**config.mk**
```make
export PLATFORM = sky130hd
export DESIGN_NAME = nonzero_iterator_flat
export DESIGN_NICKNAME = d
export VERILOG_FILES = /design/src/rtl/nonzero_iterator_if.sv /design/src/rtl/nonzero_iterator.sv /design/src/flat_wrapper.sv
export SDC_FILE = /design/constraint.sdc
export NUM_CORES = 1
export LEC_CHECK = 0
export BUFFER_PORTS_ARGS = -buffer_cell sky130_fd_sc_hd__clkbuf_2
export CORE_UTILIZATION = 50
export CTS_BUF_LIST = sky130_fd_sc_hd__clkbuf_2
export DETAILED_ROUTE_END_ITERATION = 8
export HOLD_SLACK_MARGIN = 0.12
export PLACE_DENSITY = 0.74
export REMOVE_ABC_BUFFERS = 1
export SYNTH_ARGS = -nofsm -noshare
export SYNTH_HDL_FRONTEND = slang
export SYNTH_SLANG_ARGS = --single-unit
```
**constraint.sdc**
```tcl
create_clock -name clk -period 3 [get_ports clk]
set_clock_uncertainty 0.2 [all_clocks]
set_input_delay 0.3 -clock clk [delete_from_list [all_inputs] [get_ports clk]]
set_output_delay 0.3 -clock clk [all_outputs]
set_load 0.005 [all_outputs]
```
**src/rtl/nonzero_iterator_if.sv**
```systemverilog
// Stream bundle between the sparse-pattern producer, the nonzero iterator
// and the per-channel compute scheduler: an incoming mask stream, an
// outgoing index stream and the per-mask completion report.
interface nonzero_iterator_if #(
  parameter int N    = 16,
  parameter int LOGN = 4
);
  logic            mask_valid;
  logic            mask_ready;
  logic [N-1:0]    mask_data;
  logic            idx_valid;
  logic            idx_ready;
  logic [LOGN-1:0] idx;
  logic            idx_last;
  logic [LOGN-1:0] idx_ord;
  logic            done;
  logic [LOGN:0]   done_count;

  // Environment side: drives masks in and consumes indices.
  modport master (
    output mask_valid, mask_data, idx_ready,
    input  mask_ready, idx_valid, idx, idx_last, idx_ord, done, done_count
  );

  // Iterator side.
  modport slave (
    input  mask_valid, mask_data, idx_ready,
    output mask_ready, idx_valid, idx, idx_last, idx_ord, done, done_count
  );
endinterface

```
**src/rtl/nonzero_iterator.sv**
```systemverilog
// Nonzero iterator: walks an N-bit channel-activity mask and emits the
// position of every set bit, lowest first, one per index handshake, then
// reports how many indices the mask produced with a one-cycle done pulse.

// Lowest-set-bit finder used on the remaining-mask register.
module first_one #(
  parameter int N    = 16,
  parameter int LOGN = 4
) (
  input  logic [N-1:0]    vec_i,
  output logic [LOGN-1:0] addr_o,
  output logic            has_ones_o
);

  // Scan from the top down so the lowest set bit wins.
  always_comb begin
    addr_o = '0;
    for (int i = N - 1; i >= 0; i--) begin
      if (vec_i[i]) begin
        addr_o = LOGN'(i);
      end
    end
    has_ones_o = |vec_i;
  end

endmodule

module nonzero_iterator #(
  parameter int N    = 16,
  parameter int LOGN = 4
) (
  input  logic               clk,
  input  logic               rst,
  nonzero_iterator_if.slave  bus
);

  typedef enum logic {
    IDLE = 1'b0,
    ITER = 1'b1
  } state_t;

  state_t          state_q, state_d;
  logic [N-1:0]    rem_q, rem_d;
  logic [LOGN-1:0] ord_q, ord_d;
  logic            done_q, done_d;
  logic [LOGN:0]   cnt_q, cnt_d;

  logic [LOGN-1:0] firstAddr;
  logic            hasOnes;
  logic            isLast;

  first_one #(
    .N    (N),
    .LOGN (LOGN)
  ) u_first_one (
    .vec_i      (rem_q),
    .addr_o     (firstAddr),
    .has_ones_o (hasOnes)
  );

  // The current index is the last one when clearing the lowest bit empties the mask.
  assign isLast = ((rem_q & (rem_q - N'(1))) == '0);

  // State register: a reset drops any partially consumed mask without a done pulse.
  always_ff @(posedge clk) begin
    if (rst) begin
      state_q <= IDLE;
      rem_q   <= '0;
      ord_q   <= '0;
      done_q  <= 1'b0;
      cnt_q   <= '0;
    end else begin
      state_q <= state_d;
      rem_q   <= rem_d;
      ord_q   <= ord_d;
      done_q  <= done_d;
      cnt_q   <= cnt_d;
    end
  end

  // Next-state logic: load a mask in IDLE, peel off one bit per handshake in ITER.
  always_comb begin
    state_d = state_q;
    rem_d   = rem_q;
    ord_d   = ord_q;
    done_d  = 1'b0;
    cnt_d   = cnt_q;
    case (state_q)
      IDLE: begin
        if (bus.mask_valid) begin
          if (bus.mask_data != '0) begin
            rem_d   = bus.mask_data;
            ord_d   = '0;
            state_d = ITER;
          end else begin
            done_d = 1'b1;
            cnt_d  = '0;
          end
        end
      end
      ITER: begin
        if (bus.idx_ready) begin
          rem_d = rem_q & ~(N'(1) << firstAddr);
          ord_d = ord_q + LOGN'(1);
          if (isLast) begin
            state_d = IDLE;
            done_d  = 1'b1;
            cnt_d   = {1'b0, ord_q} + (LOGN + 1)'(1);
          end
        end
      end
      default: begin
        state_d = IDLE;
      end
    endcase
  end

  // Outputs come only from registers (plus rst gating ready), so no input-to-output paths.
  always_comb begin
    bus.mask_ready = (state_q == IDLE) && !rst;
    bus.idx_valid  = (state_q == ITER);
    bus.idx        = firstAddr;
    bus.idx_last   = isLast;
    bus.idx_ord    = ord_q;
    bus.done       = done_q;
    bus.done_count = cnt_q;
  end

  // While iterating the remaining mask can never be empty.
  always_ff @(posedge clk) begin
    if (!rst && state_q == ITER) begin
      assert (hasOnes);
    end
  end

endmodule

```
**src/flat_wrapper.sv**
```systemverilog
// flat-port wrapper written by rule: the top's interface ports become plain ports
module nonzero_iterator_flat 
#(
  parameter int N    = 16,
  parameter int LOGN = 4
)
  (clk, rst, bus_mask_valid, bus_mask_data, bus_idx_ready, bus_mask_ready, bus_idx_valid, bus_idx, bus_idx_last, bus_idx_ord, bus_done, bus_done_count);
  nonzero_iterator_if #(.N(N), .LOGN(LOGN)) bus_i ();
  input  logic clk;
  input  logic rst;
  input wire logic [$bits(bus_i.mask_valid)-1:0] bus_mask_valid;
  input wire logic [$bits(bus_i.mask_data)-1:0] bus_mask_data;
  input wire logic [$bits(bus_i.idx_ready)-1:0] bus_idx_ready;
  output wire logic [$bits(bus_i.mask_ready)-1:0] bus_mask_ready;
  output wire logic [$bits(bus_i.idx_valid)-1:0] bus_idx_valid;
  output wire logic [$bits(bus_i.idx)-1:0] bus_idx;
  output wire logic [$bits(bus_i.idx_last)-1:0] bus_idx_last;
  output wire logic [$bits(bus_i.idx_ord)-1:0] bus_idx_ord;
  output wire logic [$bits(bus_i.done)-1:0] bus_done;
  output wire logic [$bits(bus_i.done_count)-1:0] bus_done_count;
  assign bus_i.mask_valid = bus_mask_valid;
  assign bus_i.mask_data = bus_mask_data;
  assign bus_i.idx_ready = bus_idx_ready;
  assign bus_mask_ready = bus_i.mask_ready;
  assign bus_idx_valid = bus_i.idx_valid;
  assign bus_idx = bus_i.idx;
  assign bus_idx_last = bus_i.idx_last;
  assign bus_idx_ord = bus_i.idx_ord;
  assign bus_done = bus_i.done;
  assign bus_done_count = bus_i.done_count;
  nonzero_iterator #(.N(N), .LOGN(LOGN)) u_core (.clk(clk), .rst(rst), .bus(bus_i));
endmodule
```
==> results of run 1 <==
-- how the worst max path moves through the flow --
| stage | from | endpoint | slack (ns) | depth (start not counted) |
|---|---|---|---|---|
| 2_1_floorplan | u_core.bus.idx_valid | u_core.rem_q[1] | -0.40 | 6 |
| 3_3_place_gp | u_core.rem_q[3] | u_core.bus.done_count[4] | 0.40 | 6 |
| 3_5_place_dp | u_core.rem_q[3] | u_core.bus.done_count[4] | 0.32 | 6 |
| 4_1_cts | u_core.rem_q[0] | bus_idx_last | 0.003 | 5 |
| 5_1_grt | u_core.rem_q[0] | bus_idx_last | 0.01 | 5 |
| 6_report | u_core.rem_q[9] | bus_idx_last | 0.09 | 5 |
-- power breakdown --
part | total (mW) | leakage, nW | switching [mW] | internal (mW)
logic | 0.451 | 0.608 | 0.264 | 0.187
clock network | 0.149 | 0.0166 | 0.113 | 0.0351
registers | 0.431 | 0.222 | 0.0461 | 0.385
-- through the flow --
step                      total power, mW  utilization, %
after floorplan                     0.693               -
after global placement              0.835            56.8
after detailed placement            0.832            56.8
after CTS                           0.997            63.0
after global routing                 1.09            63.7
final                                1.03            63.7
-- logic make-up (layout without fill, tap and decap cells) --
group	Yosys count	after routing	share of synthesized area (%)
simple gates	103	103	30.5
compound gates	66	66	26.2
flops	27	27	29.8
buf+inv	21	68	9.10
mux	4	4	2.21
fa+ha+maj	2	2	1.24
xor+xnor	2	2	0.966
-- cells in the final DEF (no fill, tap or decap), drive strengths merged, types with 9 or more instances in the layout --
master	count
dfxtp	27
a31oi	12
nand3	10
nor2	19
nor3	10
a21oi	15
dlygate4sd3	18
nand2	27
nor4	9
clkbuf	40
-- final cells by class --
type | instances | area, um2 | share of cell area, %
Sequential cell | 27 | 548 | 25.2
Tap cell | 46 | 57.6 | 2.65
Timing Repair Buffer | 60 | 405 | 18.6
Clock buffer | 4 | 20.0 | 0.921
Inverter | 4 | 15.0 | 0.690
Multi-Input combinational cell | 177 | 1130 | 51.9
-- layer usage --
metal  GRT usage, %  vias to the layer above  wire length, um
li1               -                      957                -
met1           35.3                      945             2200
met2           47.9                      106             2560
met3           4.04                       18              389
met4           11.6                        0              180
met5              0                        -                0
-- flip-flops by register name, indices dropped and copies added (netlist names) --
signal and cells:
u_core.bus.idx_valid 1, u_core.bus.done_count 5, u_core.bus.idx_ord 4, u_core.rem_q 16, u_core.bus.done 1
-- repair_timing --
action                                 4_1_cts  5_1_grt
setup endpoints to repair                    1        2
pin swaps                                    0        1
resized for setup                            4        4
buffers inserted                             0        2
endpoints found under the hold margin       24        0
hold buffers                                18        0
==> results.yml, run 1 <==
run_status:
  status: "completed"
clock_tree:
  cts_inserted_buffers: 3
  clock-root-buffer: "clkbuf_2"
  insertion_delay_ns: 0.37
  h-tree-depth: 1
  clock_sink_count: 27
  cts_tree: "built"
  clk_path_buf_depth: 2
  path_clk_slew_ns: 0.27
synth:
  synth_edf_count: 0
  ys_warn_count: 0
  ys_types: 57
  synth.area.top_cells: "dfxtp_1 (30%), nand2_1 (5.6%), a21oi_1 (4.1%)"
  syn_inst: 225
  async_reset_ff_share_pct: 0
  synth_top_area_share_pct: 29.8
  synth_ff_type: "dfxtp_1"
  syn_area_um2: 1810
  seq_area_frac_synth_pct: 29.8
  yosysTopAreaCell: "dfxtp_1"
  synthTopCellsByCount: "dfxtp_1 (27), nand2_1 (27), nor2_1 (19), a21oi_1 (15), a31oi_1 (12)"
  ys_ff_latch: 27
  syn_avg_cell_area_um2: 8.06
floorplanning:
  initial_core_util_pct: 53.1
  coreArea_um2: 3420
  rows: 21
  die_x_um: 62.2
  die_y_um: 62.2
  dieArea_um2: 3870
  boundaryPins: 37
global_routing:
  track_usage_pct: 28.1
  grt_first_pass_wirelength_um: 8820
  first_global_vias: 1820
  overflow: 0
  antenna_found_initial: 0
  grt_max_degree: 30
detailed_routing:
  drc_errors: 0
  wirelength_um: 5330
  drtIter0Drc: 152
  num_vias: 2026
  ant_nets: 0
  firstDrtPassIters: 5
  avgRoutedWirePerCell_um: 16.7
  viasPerCell: 6.37
placed_design:
  portBuffers: 36
  place_hpwl_um: 3490
  globalplace.congestion: 0.927
  place_inst: 294
  post_dp_cell_area_um2: 1940
  pre_cts_ws_ns: 0.320
critical_path:
  cp_num_buf_inv: 1
  arrival_ns: 2.41
  required_ns: 2.50
  path_class: "register to output port"
  worstPathCellList: "or4_2, o41ai_2, o221ai_2, nor3_4, clkbuf_2"
  crit_path_start_kind: "register"
  setup.worst_path.end_class: "output port"
  r2r-end: "u_core.bus.done_count[4]"
  ff2ff_path_depth: 7
  worstPathMaxFanout: 10
  worst_path_max_delay_cell: "or4_2"
  cp_top_family: "simple AND/OR/NAND/NOR gates"
  reg2reg_setup_slack_ns: 0.26
  r2r_start: "u_core.rem_q[9]"
  slowest_delay_ns: 0.72
sta:
  whs_ns: 0.268
  period_minus_slack_ns: 2.91
  hold_viol: 0
  fmax_mhz: 343
  min_period_over_period_pct: 97.1
  postLayoutSetupSlackWorst_ns: 0.0879
  setup_tns_ns: 0
  final_max_slew_viol_count: 0
  maxSlewHeadroom_pct: 37.0
  setup_viol: 0
  rsz0062_at_grt: "false"
  max_slew.worst_pin.slew_ns: 0.945
power:
  power_density_nw_per_um2: 474
  ir_drop_mv: 0.266
  p_leak_nw: 0.847
finish:
  nFillCells: 299
  drive_gt1_share_pct: 23.9
  antenna_cells: 0
  fin_area_um2: 2170
  layout.cells.non_filler: 318
  nets: 294
  syn2layout_area_growth_pct: 19.9
hold_path:
  hold_class: "input pin to register"
  hp-start: "rst"
  hold_depth: 2
  hold_path_end: "u_core.bus.idx_ord[1]"
job:
  max-cap-violations: 0
(Power assumes the default switching activity.)
==> inputs of run 2 (changes only) <==
--- a/config.mk
+++ b/config.mk
@@ -6,12 +6,15 @@
 export NUM_CORES = 1
 export LEC_CHECK = 0
 export BUFFER_PORTS_ARGS = -buffer_cell sky130_fd_sc_hd__clkbuf_2
-export CORE_UTILIZATION = 50
+export CELL_PAD_IN_SITES_DETAIL_PLACEMENT = 1
+export CELL_PAD_IN_SITES_GLOBAL_PLACEMENT = 1
+export CORE_UTILIZATION = 42
 export CTS_BUF_LIST = sky130_fd_sc_hd__clkbuf_2
 export DETAILED_ROUTE_END_ITERATION = 8
 export HOLD_SLACK_MARGIN = 0.12
-export PLACE_DENSITY = 0.74
+export PLACE_DENSITY = 0.83
 export REMOVE_ABC_BUFFERS = 1
 export SYNTH_ARGS = -nofsm -noshare
 export SYNTH_HDL_FRONTEND = slang
 export SYNTH_SLANG_ARGS = --single-unit
+export TNS_END_PERCENT = 30
==> run 2 against run 1 <==
Sequential power increased by 2%. Hold slack improved by 0.014 ns. Clock power increased by 7%. Critical endpoint unchanged. Global-route usage increased by 2.5 points. Non-clock buffer count decreased by 1. Via count increased by 4.1%. Clock-buffer cell count unchanged. Setup slack got worse by 0.059 ns. Cell area increased by 1.1%. Largest cell class unchanged. First-iteration DRC count increased by 78%. Flip-flop and latch count unchanged.
==> results.yml, run 2 (synthesis gave the netlist of run 1 again) <==
placed_design:
  portBuffers: 36
  globalplace.congestion: 0.876
  pre_cts_ws_ns: 0.297
  place_hpwl_um: 4230
floorplanning:
  coreArea_um2: 4090
  die_x_um: 67.7
  initial_core_util_pct: 44.4
  dieArea_um2: 4590
  die_y_um: 67.7
  rows: 23
  boundaryPins: 37
global_routing:
  track_usage_pct: 30.6
  grt_first_pass_wirelength_um: 10400
  overflow: 0
  grt_max_degree: 30
  antenna_found_initial: 1
  first_global_vias: 2022
finish:
  regArea_um2: 549
  drive_gt1_share_pct: 24.0
  mostFrequentLayoutCell: "clkbuf_2"
  nets: 293
  layout_common_cells: "clkbuf_2 (40), nand2_1 (27), dfxtp_1 (22)"
  largest_reg_flops: 16
  top_register: "u_core.rem_q"
  multiInputGateArea_um2: 1150
  syn2layout_area_growth_pct: 21.2
  nFillCells: 538
clock_tree:
  path_clk_slew_ns: 0.28
  h-tree-depth: 1
  clock-root-buffer: "clkbuf_2"
  clk_path_buf_depth: 2
  cts_tree: "built"
  cts_inserted_buffers: 3
  insertion_delay_ns: 0.38
  clock_sink_count: 27
sta:
  max_slew.worst_pin.slew_ns: 0.934
  setup_viol: 0
  hold_viol: 0
  fmax_mhz: 337
  postLayoutSetupSlackWorst_ns: 0.0290
  period_minus_slack_ns: 2.97
  final_max_slew_viol_count: 0
  setup_tns_ns: 0
  min_period_over_period_pct: 99.0
  maxSlewHeadroom_pct: 37.7
hold_path:
  hold_class: "input pin to register"
detailed_routing:
  avgRoutedWirePerCell_um: 22.3
  num_vias: 2110
  ant_nets: 0
  drtIter0Drc: 270
  wirelength_um: 7190
  drc_errors: 0
  wl_met3_um: 482
  wl_met1_um: 2850
  dr_wl_met2_um: 3610
  viasPerCell: 6.55
  routed.top_layer: "met4"
  firstDrtPassIters: 4
critical_path:
  worstPathMaxFanout: 13
  required_ns: 2.50
  arrival_ns: 2.47
  path_class: "register to output port"
  setup.worst_path.end_class: "output port"
  crit_path_start_kind: "register"
job:
  max-cap-violations: 0
power:
  power_density_nw_per_um2: 498
  p_total_mw: 1.09
  ir_drop_mv: 0.214
  p_leak_nw: 0.842
run_status:
  status: "completed"
==> run 2: timing repair <==
action                     4_1_cts  5_1_grt
buffers inserted                 0        1
hold buffers                    19        0
pin swaps                        0        1
setup endpoints to repair        1        2
hold endpoints to repair        20        0
gates resized for setup          6        6
==> run 2: critical path, stage by stage, from the launching register on <==
cell      delay [ns]
dfxtp_2         0.43
or4_4           0.65
nor4_1          0.42
o221ai_2        0.20
nor3_4          0.22
clkbuf_2        0.16
==> run 2: area by class of cell <==
type	count	share of cell area (%)
sequential	27	25.0
multi-input combinational	177	52.2
clock buffer	4	0.911
timing repair buffer	59	18.2
inverter	4	0.683
tap	50	2.85
antenna	1	0.114
==> run 2: metrics by stage <==
stage | hold WS, ns | area [um2] | cells | utilization (%)
2_1_floorplan | 0.169 | 1660 | 208 | -
3_5_place_dp | 0.262 | 1940 | 297 | 47.4
4_1_cts | 0.289 | 2160 | 320 | 52.9
3_3_place_gp | 0.257 | 1940 | 297 | 47.4
6_report | 0.282 | 2200 | 322 | 53.8
5_1_grt | 0.290 | 2200 | 322 | 53.8
==> run 2: path summary, 6_finish.rpt <==
path              slack (ns)                       end  depth (start not counted)                     start
setup / recovery        0.03              bus_idx_last                          5           u_core.rem_q[3]
hold / removal          0.28     u_core.bus.idx_ord[1]                          2                       rst
setup reg to reg        0.23  u_core.bus.done_count[4]                          7           u_core.rem_q[3]
hold reg to reg         0.29  u_core.bus.done_count[0]                          2  u_core.bus.done_count[0]
==> run 2: routing by layer <==
layer,up-vias,GRT usage (%)
met5,-,0
met4,0,12.0
met3,27,4.39
met2,102,50.5
met1,1023,39.6
li1,958,-
==> run 2: power breakdown <==
| part | total [mW] | switching [mW] | internal (mW) |
|---|---|---|---|
| Clock | 0.159 | 0.123 | 0.0351 |
| Sequential | 0.438 | 0.0529 | 0.385 |
| Combinational | 0.497 | 0.308 | 0.189 |
